===== config.mk =====
export PLATFORM = sky130hd
export DESIGN_NAME = uart_receiver
export DESIGN_NICKNAME = d
export VERILOG_FILES = /design/src/rtl/uart_receiver_pkg.sv /design/src/rtl/uart_receiver_bit_timer.sv /design/src/rtl/uart_receiver.sv
export SDC_FILE = /design/constraint.sdc
export NUM_CORES = 1
export LEC_CHECK = 0
export CORE_MARGIN = 2
export CORE_UTILIZATION = 57
export DETAILED_ROUTE_END_ITERATION = 10
export MAX_ROUTING_LAYER = met4
export PLACE_DENSITY = 0.87
export SKIP_CTS_REPAIR_TIMING = 1
export SYNTH_ARGS = -nofsm -noshare
export SYNTH_HDL_FRONTEND = slang
export SYNTH_SLANG_ARGS = --single-unit

===== constraint.sdc =====
create_clock -name clk -period 2.58 [get_ports clk]
set_clock_uncertainty 0.2 [all_clocks]
set_input_delay 0.258 -clock clk [delete_from_list [all_inputs] [get_ports clk]]
set_output_delay 0.258 -clock clk [all_outputs]
set_load 0.01 [all_outputs]

===== src/rtl/uart_receiver_pkg.sv =====
// Shared UART definitions: receiver FSM state encodings, frame width and default bit divisor.
package uart_receiver_pkg;

  localparam int            UART_DATA_BITS    = 8;
  localparam int            UART_TIMER_W      = 14;
  localparam logic [13:0]   UART_BAUD_DEFAULT = 14'd20;

  typedef enum logic [2:0] {
    ST_IDLE   = 3'd0,
    ST_START  = 3'd1,
    ST_DATA   = 3'd2,
    ST_PARITY = 3'd3,
    ST_STOP   = 3'd4,
    ST_BREAK  = 3'd5
  } rx_state_e;

endpackage


===== src/rtl/uart_receiver_bit_timer.sv =====
// Bit-period timer for the UART receiver: 14-bit down-counter, tick while at zero.
module uart_rx_bit_timer
  import uart_receiver_pkg::*;
(
  input  logic                    clk,
  input  logic                    rst,
  input  logic                    load,
  input  logic [UART_TIMER_W-1:0] load_val,
  output logic                    tick
);

  logic [UART_TIMER_W-1:0] cnt_q, cnt_d;

  always_comb begin
    cnt_d = cnt_q;
    if (load) begin
      cnt_d = load_val;
    end else if (cnt_q != '0) begin
      cnt_d = cnt_q - 1'b1;
    end
  end

  always_ff @(posedge clk or negedge rst) begin
    if (!rst) begin
      cnt_q <= '0;
    end else begin
      cnt_q <= cnt_d;
    end
  end

  assign tick = (cnt_q == '0);

endmodule


===== src/rtl/uart_receiver.sv =====
// UART receiver, 8N1 by default; define UART_RX_PARITY_EN for 8E1 with a parity_err pulse.
//
// state  | meaning
// IDLE   | line idle, waiting for rx_s low
// START  | half-bit wait, confirm start bit still low
// DATA   | sample 8 data bits LSB-first, one per bit period
// PARITY | sample even-parity bit (UART_RX_PARITY_EN only)
// STOP   | sample stop bit, publish byte or flag framing error
// BREAK  | line stuck low after bad stop, wait for high
module uart_receiver
  import uart_receiver_pkg::*;
#(
  parameter logic [13:0] BAUD_RATE_NUMBER = UART_BAUD_DEFAULT
) (
  input  logic       clk,
  input  logic       rst,
  input  logic       rx,
  output logic [7:0] rx_data,
  output logic       rx_valid,
  output logic       frame_err,
`ifdef UART_RX_PARITY_EN
  output logic       parity_err,
`endif
  output logic       rx_busy
);

  localparam logic [13:0] HALF_BIT = BAUD_RATE_NUMBER >> 1;

  rx_state_e                 state_q, state_d;
  logic                      rx_meta_q, rx_s_q;
  logic [UART_DATA_BITS-1:0] shift_q, shift_d;
  logic [2:0]                idx_q, idx_d;
  logic [7:0]                data_q, data_d;
  logic                      valid_q, valid_d;
  logic                      ferr_q, ferr_d;
  logic                      tmr_load, tmr_tick;
  logic [13:0]               tmr_val;
`ifdef UART_RX_PARITY_EN
  logic                      pbad_q, pbad_d;
  logic                      perr_q, perr_d;
`endif

  uart_rx_bit_timer u_timer (
    .clk      (clk),
    .rst      (rst),
    .load     (tmr_load),
    .load_val (tmr_val),
    .tick     (tmr_tick)
  );

  always_comb begin
    state_d  = state_q;
    shift_d  = shift_q;
    idx_d    = idx_q;
    data_d   = data_q;
    valid_d  = 1'b0;
    ferr_d   = 1'b0;
    tmr_load = 1'b0;
    tmr_val  = BAUD_RATE_NUMBER;
`ifdef UART_RX_PARITY_EN
    pbad_d   = pbad_q;
    perr_d   = 1'b0;
`endif
    case (state_q)
      ST_IDLE: begin
        if (!rx_s_q) begin
          tmr_load = 1'b1;
          tmr_val  = HALF_BIT;
          state_d  = ST_START;
        end
      end
      ST_START: begin
        if (tmr_tick) begin
          if (!rx_s_q) begin
            tmr_load = 1'b1;
            idx_d    = 3'd0;
            state_d  = ST_DATA;
          end else begin
            state_d  = ST_IDLE;
          end
        end
      end
      ST_DATA: begin
        if (tmr_tick) begin
          shift_d  = {rx_s_q, shift_q[UART_DATA_BITS-1:1]};
          tmr_load = 1'b1;
          idx_d    = idx_q + 3'd1;
          if (idx_q == 3'(UART_DATA_BITS - 1)) begin
`ifdef UART_RX_PARITY_EN
            state_d = ST_PARITY;
`else
            state_d = ST_STOP;
`endif
          end
        end
      end
`ifdef UART_RX_PARITY_EN
      ST_PARITY: begin
        if (tmr_tick) begin
          pbad_d   = (^shift_q) ^ rx_s_q;
          tmr_load = 1'b1;
          state_d  = ST_STOP;
        end
      end
`endif
      ST_STOP: begin
        if (tmr_tick) begin
          data_d = shift_q;
          if (rx_s_q) begin
`ifdef UART_RX_PARITY_EN
            valid_d = !pbad_q;
            perr_d  = pbad_q;
`else
            valid_d = 1'b1;
`endif
            state_d = ST_IDLE;
          end else begin
            // frame error outranks parity error
            ferr_d  = 1'b1;
            state_d = ST_BREAK;
          end
        end
      end
      ST_BREAK: begin
        if (rx_s_q) begin
          state_d = ST_IDLE;
        end
      end
      default: state_d = ST_IDLE;
    endcase
  end

  always_ff @(posedge clk or negedge rst) begin
    if (!rst) begin
      state_q   <= ST_IDLE;
      rx_meta_q <= 1'b1;
      rx_s_q    <= 1'b1;
      shift_q   <= '0;
      idx_q     <= 3'd0;
      data_q    <= 8'h00;
      valid_q   <= 1'b0;
      ferr_q    <= 1'b0;
`ifdef UART_RX_PARITY_EN
      pbad_q    <= 1'b0;
      perr_q    <= 1'b0;
`endif
    end else begin
      state_q   <= state_d;
      rx_meta_q <= rx;
      rx_s_q    <= rx_meta_q;
      shift_q   <= shift_d;
      idx_q     <= idx_d;
      data_q    <= data_d;
      valid_q   <= valid_d;
      ferr_q    <= ferr_d;
`ifdef UART_RX_PARITY_EN
      pbad_q    <= pbad_d;
      perr_q    <= perr_d;
`endif
    end
  end

  assign rx_data   = data_q;
  assign rx_valid  = valid_q;
  assign frame_err = ferr_q;
  assign rx_busy   = (state_q != ST_IDLE);
`ifdef UART_RX_PARITY_EN
  assign parity_err = perr_q;
`endif

endmodule


**Word level (Yosys, flattened, before mapping)**

Cells that the tools add are included.

- Flip-flop bits (word level): 40
- Bits of input ports: 3
- Logic and storage cells: 58
- Output and inout bits: 11

- Equal/unequal tests: 12
- Add/sub/neg operators: 2
- Reductions and logical operators: 10
- Mux-type cells: 25

Operator list:

| operator | number |
|---|---|
| 3-bit two-way mux | 10 |
| 14-bit two-way mux | 2 |
| 3-bit case mux with 5 select lines | 1 |
| 14-bit logical NOT | 1 |
| 2-bit inequality test, second input constant | 7 |
| 14-bit nonzero test | 1 |
| 14-bit by 1-bit subtractor with 14-bit output, second input constant | 1 |
| 5-bit two-way mux | 2 |
| 3-bit equality test, second input constant | 3 |
| 1-bit two-way mux | 7 |
| 3-bit case mux with 2 select lines | 1 |
| 6-bit AND reduction | 1 |
| 2-bit AND reduction | 2 |
| 4-bit AND reduction | 1 |
| 2-bit nonzero test | 2 |
| 3-bit by 1-bit adder with 3-bit output, second input constant | 1 |
| 3-bit by 1-bit equality test with 1-bit output, second input constant | 1 |
| 3-bit by 2-bit equality test with 1-bit output, second input constant | 1 |
| 3-bit logical NOT | 1 |
| 1-bit case mux with 3 select lines | 1 |
| 3-bit nonzero test | 1 |
| 2-bit two-way mux | 1 |

**Longest topological paths before layout**

Gate-level depths: netlist of the first run.

- Depth after elaboration: 4
- Gate-level depth with buffers: 7
- Mapped depth without buffers: 6

**Hierarchy**

From an unflattened synthesis of the first run, not the netlist that was laid out.

- Cell total of the unflattened synthesis: 167
- Area, all modules: 1965.6 µm²

Modules (own cells, without submodules):

| module | times used | seq. area each (µm²) | cells each | area each (µm²) |
|---|---|---|---|---|
| uart_receiver | 1 | 653.1 | 90 | 1139.8 |
| uart_rx_bit_timer | 1 | 350.3 | 77 | 825.8 |

**Least setup slack after synthesis of the first run**

Ideal clock, no wire load.

- Path type: reg2reg
- Start point: reg u_timer.cnt_q[6]
- End point: reg data_q[0], in the netlist rx_data[0]
- Path buffers: 1
- Slack: 0.225 ns
- Library setup time: 0.125 ns
- Arrival: 2.030 ns
- Clock period less this slack: 2.355 ns
- Required time: 2.255 ns
- Cell stages (with the launch flop): 7
- Path through: dfrtp_1 or4_4 nor4_4 nand2_2 or3_1 buf_6 mux2_4

- Word-level cells in the longest chain between the ends: 2

Ends and longest elaborated chain:

| element | line | source |
|---|---|---|
| from (decl) | uart_receiver_bit_timer.sv:12 | `logic [UART_TIMER_W-1:0] cnt_q, cnt_d;` |
| from (signal assigned) | uart_receiver_bit_timer.sv:27 | `cnt_q <= cnt_d;` |
| 14-bit logical NOT | uart_receiver_bit_timer.sv:31 | `assign tick = (cnt_q == '0);` |
| 2-bit AND reduction (no line) | -- |  |
| to (signal assigned) | uart_receiver.sv:153 | `data_q <= data_d;` |
| to (decl) | uart_receiver.sv:33 | `logic [7:0] data_q, data_d;` |

Every way passes these cells.
A chain may end at the register's enable or synchronous reset.

**Worst setup path in the final report of the first run**

- Start point: reg u_timer.cnt_q[6]
- End point: reg data_q[6], in the netlist rx_data[6]

The elaborated chain is that of the path after synthesis.

==> flow_metrics.tcl, run 1 <==
set metrics [dict create \
    power.internal_mw 1.06 \
    period_needed_ns 2.51 \
    finalPower_mw 1.61 \
    io_pins 14 \
    diodes 0 \
    netSwitchingPower_mw 0.543 \
    ys_types 39 \
    synth-compound-area-share 0.0873 \
    synthTopCellsByCount "dfrtp_1 (38), nor2_1 (19), xnor2_1 (10)" \
    first_pass_iters 4 \
    overflow 0 \
    initial_utilization 0.601 \
    rr_worst_depth 6 \
    combPwrFrac 0.282 \
    irDropWorstVdd_mv 0.496 \
    hold_path_class "primary input to flop" \
    synth_nets 161 \
    clk_path_buf_depth 2 \
    totalWireLength_um 3250 \
    wire_per_inst_um 14.8 \
    areaGrowthSynthToFinish_pct 12.8 \
    io_buffers 13 \
    synth_area_leader_cell "dfrtp_1" \
    swShare 0.338 \
    place_inst 209 \
    antenna_found_initial 0 \
    path_clk_slew_ns 0.10 \
    core_area_um2 3080 \
    cts_buffers 5 \
    yosysMostFrequentCell "dfrtp_1" \
    ys_top_cells_by_area "dfrtp_1 (51%), mux2_4 (6.5%), mux2_2 (4.9%)" \
    crit_type "flop to flop" \
    fin_tns_setup_ns 0 \
    cts_tree "yes" \
    synth_xor_area_frac 0.0521 \
    finalCritPeriodShare 0.971 \
    gp_congestion 0.848 \
    drt-initial-drc-count 97 \
    whs_ns 0.115 \
    synth-edff-count 0 \
    layout-drive-gt1-share 0.223 \
    crit_required_ns 2.61 \
    status "finished clean" \
    clkSinkCount 40 \
    crit_fanout 10 \
    final_max_slew_viol_count 0 \
    die-width_um 61.0 \
    critPathCaptureType "flop" \
    synth-simple-area-share 0.142 \
    die-area_um2 3720 \
    worstMarginPinSlew_ns 0.858 \
    grt_pass1_vias 1261 \
    power_density_nw_per_um2 771 \
    multi_input_area_um2 793 \
    p_clk_frac 0.184 \
    grt_pass1_wl_um 5510 \
    synth_top_area_share 0.514 \
    cts_root_buf "clkbuf_4" \
    max-slew-margin-rel 0.428 \
    arrival_ns 2.54 \
    dominantRegCellSynth "dfrtp_1" \
    fp.dieH_um 61.0 \
    cp-endpoint "rx_data[6]" \
    r2r-start "u_timer.cnt_q[6]" \
    ant_nets 0 \
    fin_cells 219 \
    hpwl_um 2220 \
    synthArstFlopShare 1.00 \
    placed_cell_area_um2 2020 \
    setup_viol 0 \
    synth-seq-area-share 0.543 \
    insertion_delay_ns 0.35 \
    rows 20 \
    grt.total_usage 0.215 \
    fillerInstances 242 \
    startpoint_type "flop" \
    synthAdderAreaFrac 0.0271 \
    maxCapViolCount 0 \
    ys_ff_latch 40 \
    ff_latch_area_um2 1000 \
    p_seq_frac 0.533 \
    max_clock_freq_mhz 399 \
    synth_cells 154 \
    route.detailed.drc 0 \
    hold_viol 0 \
    muxShareOfSynthArea 0.119 \
    synth_top_family_by_area "simple AND/OR/NAND/NOR gates" \
    grt_max_degree 41 \
    crit_path_start "u_timer.cnt_q[6]" \
    p_leak_nw 0.976 \
    design_area_um2 2090 \
    final_nets 181 \
    r2r_end "rx_data[6]" \
    num_vias 1239 \
    post_drt_via_cell_ratio 5.66 \
    r2r_setup_slack_ns 0.07 \
    yosysWarnings 0 \
    syn_area_um2 1850 \
    rsz0062_at_grt "no" \
    cts_max_level 2 \
    syn_avg_cell_area_um2 12.0 \
]
[per-layer routing]
metal	wire length, µm	GRT usage
met1	1430	0.257
met2	1610	0.341
met3	142	0.0704
met4	68	0.0807
met5	0	-
[cells in the final DEF, fill, tap and decap left out, types with 2 or more instances in the layout]
| cell type | Yosys | layout |
|---|---|---|
| buf_4 | 1 | 5 |
| xnor2_1 | 10 | 10 |
| nor2_1 | 19 | 19 |
| a22o_1 | 2 | 2 |
| nand2_2 | 2 | 3 |
| nand2b_1 | 2 | 2 |
| clkdlybuf4s50_1 | 0 | 12 |
| clkbuf_1 | 1 | 2 |
| mux2_2 | 8 | 8 |
| dfrtp_1 | 38 | 38 |
| mux2_4 | 8 | 8 |
| nand3_1 | 3 | 3 |
| nor3b_1 | 2 | 2 |
| or3_1 | 3 | 3 |
| a21boi_0 | 2 | 2 |
| o21ai_0 | 5 | 5 |
| a211oi_1 | 4 | 4 |
| a21oi_1 | 5 | 5 |
| nand2_1 | 7 | 6 |
| nor3_1 | 4 | 4 |
| dfstp_2 | 2 | 2 |
| clkbuf_4 | 0 | 5 |
| ha_1 | 4 | 4 |
| inv_1 | 3 | 3 |
[worst min-delay path by stage]
stage / start / to / slack, ns / depth (start not counted)
CTS: rst / idx_q[0] / -0.17 / 1
global route: rx / rx_meta_q / 0.09 / 1
global placement: rx_meta_q / rx_s_q / 0.15 / 0
finish: rx / rx_meta_q / 0.11 / 1
floorplan: rst / frame_err / -0.24 / 0
detailed placement: rx_meta_q / rx_s_q / 0.15 / 0
[cell families after synthesis]
| family | after synthesis |
|---|---|
| XOR/XNOR | 11 |
| flip-flops | 40 |
| multiplexers | 17 |
| AND/OR/NAND/NOR | 49 |
| adder cells (fa/ha/maj) | 4 |
| buffers and inverters | 9 |
| AO/OA/AOI/OAI | 24 |
[per-stage QoR]
step | setup WS, ns | utilization
2_1_floorplan | 0.225 | -
3_3_place_gp | 0.141 | 0.655
3_5_place_dp | 0.0819 | 0.655
4_1_cts | 0.0648 | 0.671
5_1_grt | 0.0256 | 0.678
6_report | 0.0743 | 0.678
[cell type report]
type | instances | area share
clock inverters | 1 | 0.00240
flip-flops and latches | 40 | 0.481
repair buffers | 19 | 0.0828
clock buffers | 7 | 0.0216
well taps | 44 | 0.0264
multi-input cells | 105 | 0.380
inverters | 3 | 0.00540
[worst max-delay path: stages (launching register included)]
cell and delay, ns:
dfrtp_1 0.43, or4_4 0.58, nor4_4 0.18, nand2_2 0.14, or3_1 0.36, buf_4 0.20, mux2_4 0.30
[power by group through the flow]
stage / Clock [mW] / Combinational (mW) / Sequential (mW)
6_report: 0.296 / 0.454 / 0.857
5_1_grt: 0.334 / 0.511 / 0.871
4_1_cts: 0.309 / 0.440 / 0.858
3_5_place_dp: 0 / 0.433 / 0.870
3_3_place_gp: 0 / 0.402 / 0.859
2_1_floorplan: 0 / 0.343 / 0.841
[flip-flops by register name, summed over array words and instances, names as in the netlist]
| register | cells |
|---|---|
| rx_s_q | 1 |
| u_timer.cnt_q | 14 |
| shift_q | 8 |
| frame_err | 1 |
| idx_q | 3 |
| rx_valid | 1 |
| state_q | 3 |
| rx_meta_q | 1 |
| rx_data | 8 |
(Power assumes the default switching activity.)
==> run 2: changes to the inputs <==
- CAP_MARGIN: default -> 20
- CORE_UTILIZATION: 57 -> 25
- PLACE_DENSITY: 0.87 -> 0.5
==> flow_metrics.tcl, run 2 (same netlist as run 1, synthesis figures left out) <==
set metrics [dict create \
    io_buffers 13 \
    max-slew-margin-rel 0.416 \
    cts_root_buf "clkbuf_8" \
    setup_ws_ns 0.153 \
    whs_ns 0.158 \
    final_max_slew_viol_count 0 \
    cts_tree "yes" \
    clkSinkCount 40 \
    crit_type "flop to flop" \
    finalPower_mw 1.72 \
    fin_cells 276 \
    hold_viol 0 \
    ff_latch_area_um2 1000 \
    fp.dieH_um 90.0 \
    arrival_ns 2.40 \
    status "finished clean" \
    crit_required_ns 2.56 \
    crit_chain "or4_4 > nor4_4 > nand2_2 > or3_1 > buf_4 > mux2_4" \
    grt_pass1_wl_um 6130 \
    cp_top_family "simple AND/OR/NAND/NOR gates" \
    core_area_um2 7210 \
    final_nets 183 \
    irDropWorstVdd_mv 0.243 \
    ant_nets 0 \
    areaGrowthSynthToFinish_pct 19.8 \
    hold_path_class "flop to flop" \
    p_leak_nw 1.00 \
    path_buf_inv 1 \
    multi_input_area_um2 791 \
    grt.total_usage 0.0944 \
    antenna_found_initial 0 \
    gp_congestion 0.753 \
    crit_fanout 10 \
    fin_tns_setup_ns 0 \
    cts_buffers 5 \
    layout-drive-gt1-share 0.237 \
    first_pass_iters 4 \
    diodes 0 \
    startpoint_type "flop" \
    overflow 0 \
    design_area_um2 2210 \
    totalWireLength_um 3320 \
    fillerInstances 776 \
    initial_utilization 0.256 \
    rows 31 \
    period_needed_ns 2.43 \
    path_clk_slew_ns 0.08 \
    route.detailed.drc 0 \
    die-width_um 90.0 \
    grt_max_degree 41 \
    layout_commonest_cell "dfrtp_1" \
    max_flop_register "u_timer.cnt_q" \
    fin_util 0.307 \
    die-area_um2 8100 \
    slowest_stage "or4_4" \
    cts_max_level 2 \
    pre_cts_slack_ns 0.145 \
    insertion_delay_ns 0.29 \
    post_drt_via_cell_ratio 4.31 \
    finalCritPeriodShare 0.941 \
    max_clock_freq_mhz 412 \
    critPathMaxStageDelay_ns 0.58 \
    hpwl_um 2220 \
    wire_per_inst_um 12.0 \
    largest_register_ff_count 14 \
    io_pins 14 \
    place_inst 267 \
    power_density_nw_per_um2 778 \
    rsz0062_at_grt "no" \
    setup_viol 0 \
    clk_path_buf_depth 2 \
    num_vias 1190 \
    worstMarginPinSlew_ns 0.877 \
    critPathCaptureType "flop" \
    drt-initial-drc-count 27 \
    placed_cell_area_um2 2110 \
    layout_common_cells "dfrtp_1 (38), nor2_1 (19), clkdlybuf4s50_1 (12)" \
    grt_pass1_vias 1290 \
    maxCapViolCount 0 \
]
run 2: layout make-up:
| class | instances | share of cell area |
|---|---|---|
| Sequential cell | 40 | 0.453 |
| Multi-Input combinational cell | 105 | 0.357 |
| Timing Repair Buffer | 21 | 0.0847 |
| Tap cell | 99 | 0.0559 |
| Clock buffer | 6 | 0.0373 |
| Clock inverter | 2 | 0.00678 |
| Inverter | 3 | 0.00508 |
run 2: worst paths after layout:
path	startpoint	endpoint	slack, ns	cells past startpoint
worst max-delay path	u_timer.cnt_q[6]	rx_data[0]	0.15	6
worst max register to register	u_timer.cnt_q[6]	rx_data[0]	0.15	6
worst min-delay path	rx_meta_q	rx_s_q	0.16	0
worst min register to register	rx_meta_q	rx_s_q	0.16	0
min in group asynchronous	rst	shift_q[3]	0.42	2
max in group asynchronous	rst	u_timer.cnt_q[1]	1.21	2
run 2: power by group:
part	internal, mW	switching, mW	total [mW]
registers	0.740	0.120	0.860
logic	0.212	0.211	0.422
clock network	0.217	0.223	0.440
run 2: metal layers:
metal,wire (µm),vias up,GRT usage
met5,0,-,-
met3,99,3,0.0268
met1,1700,598,0.126
met4,20,0,0.0231
met2,1500,15,0.143
li1,-,574,-
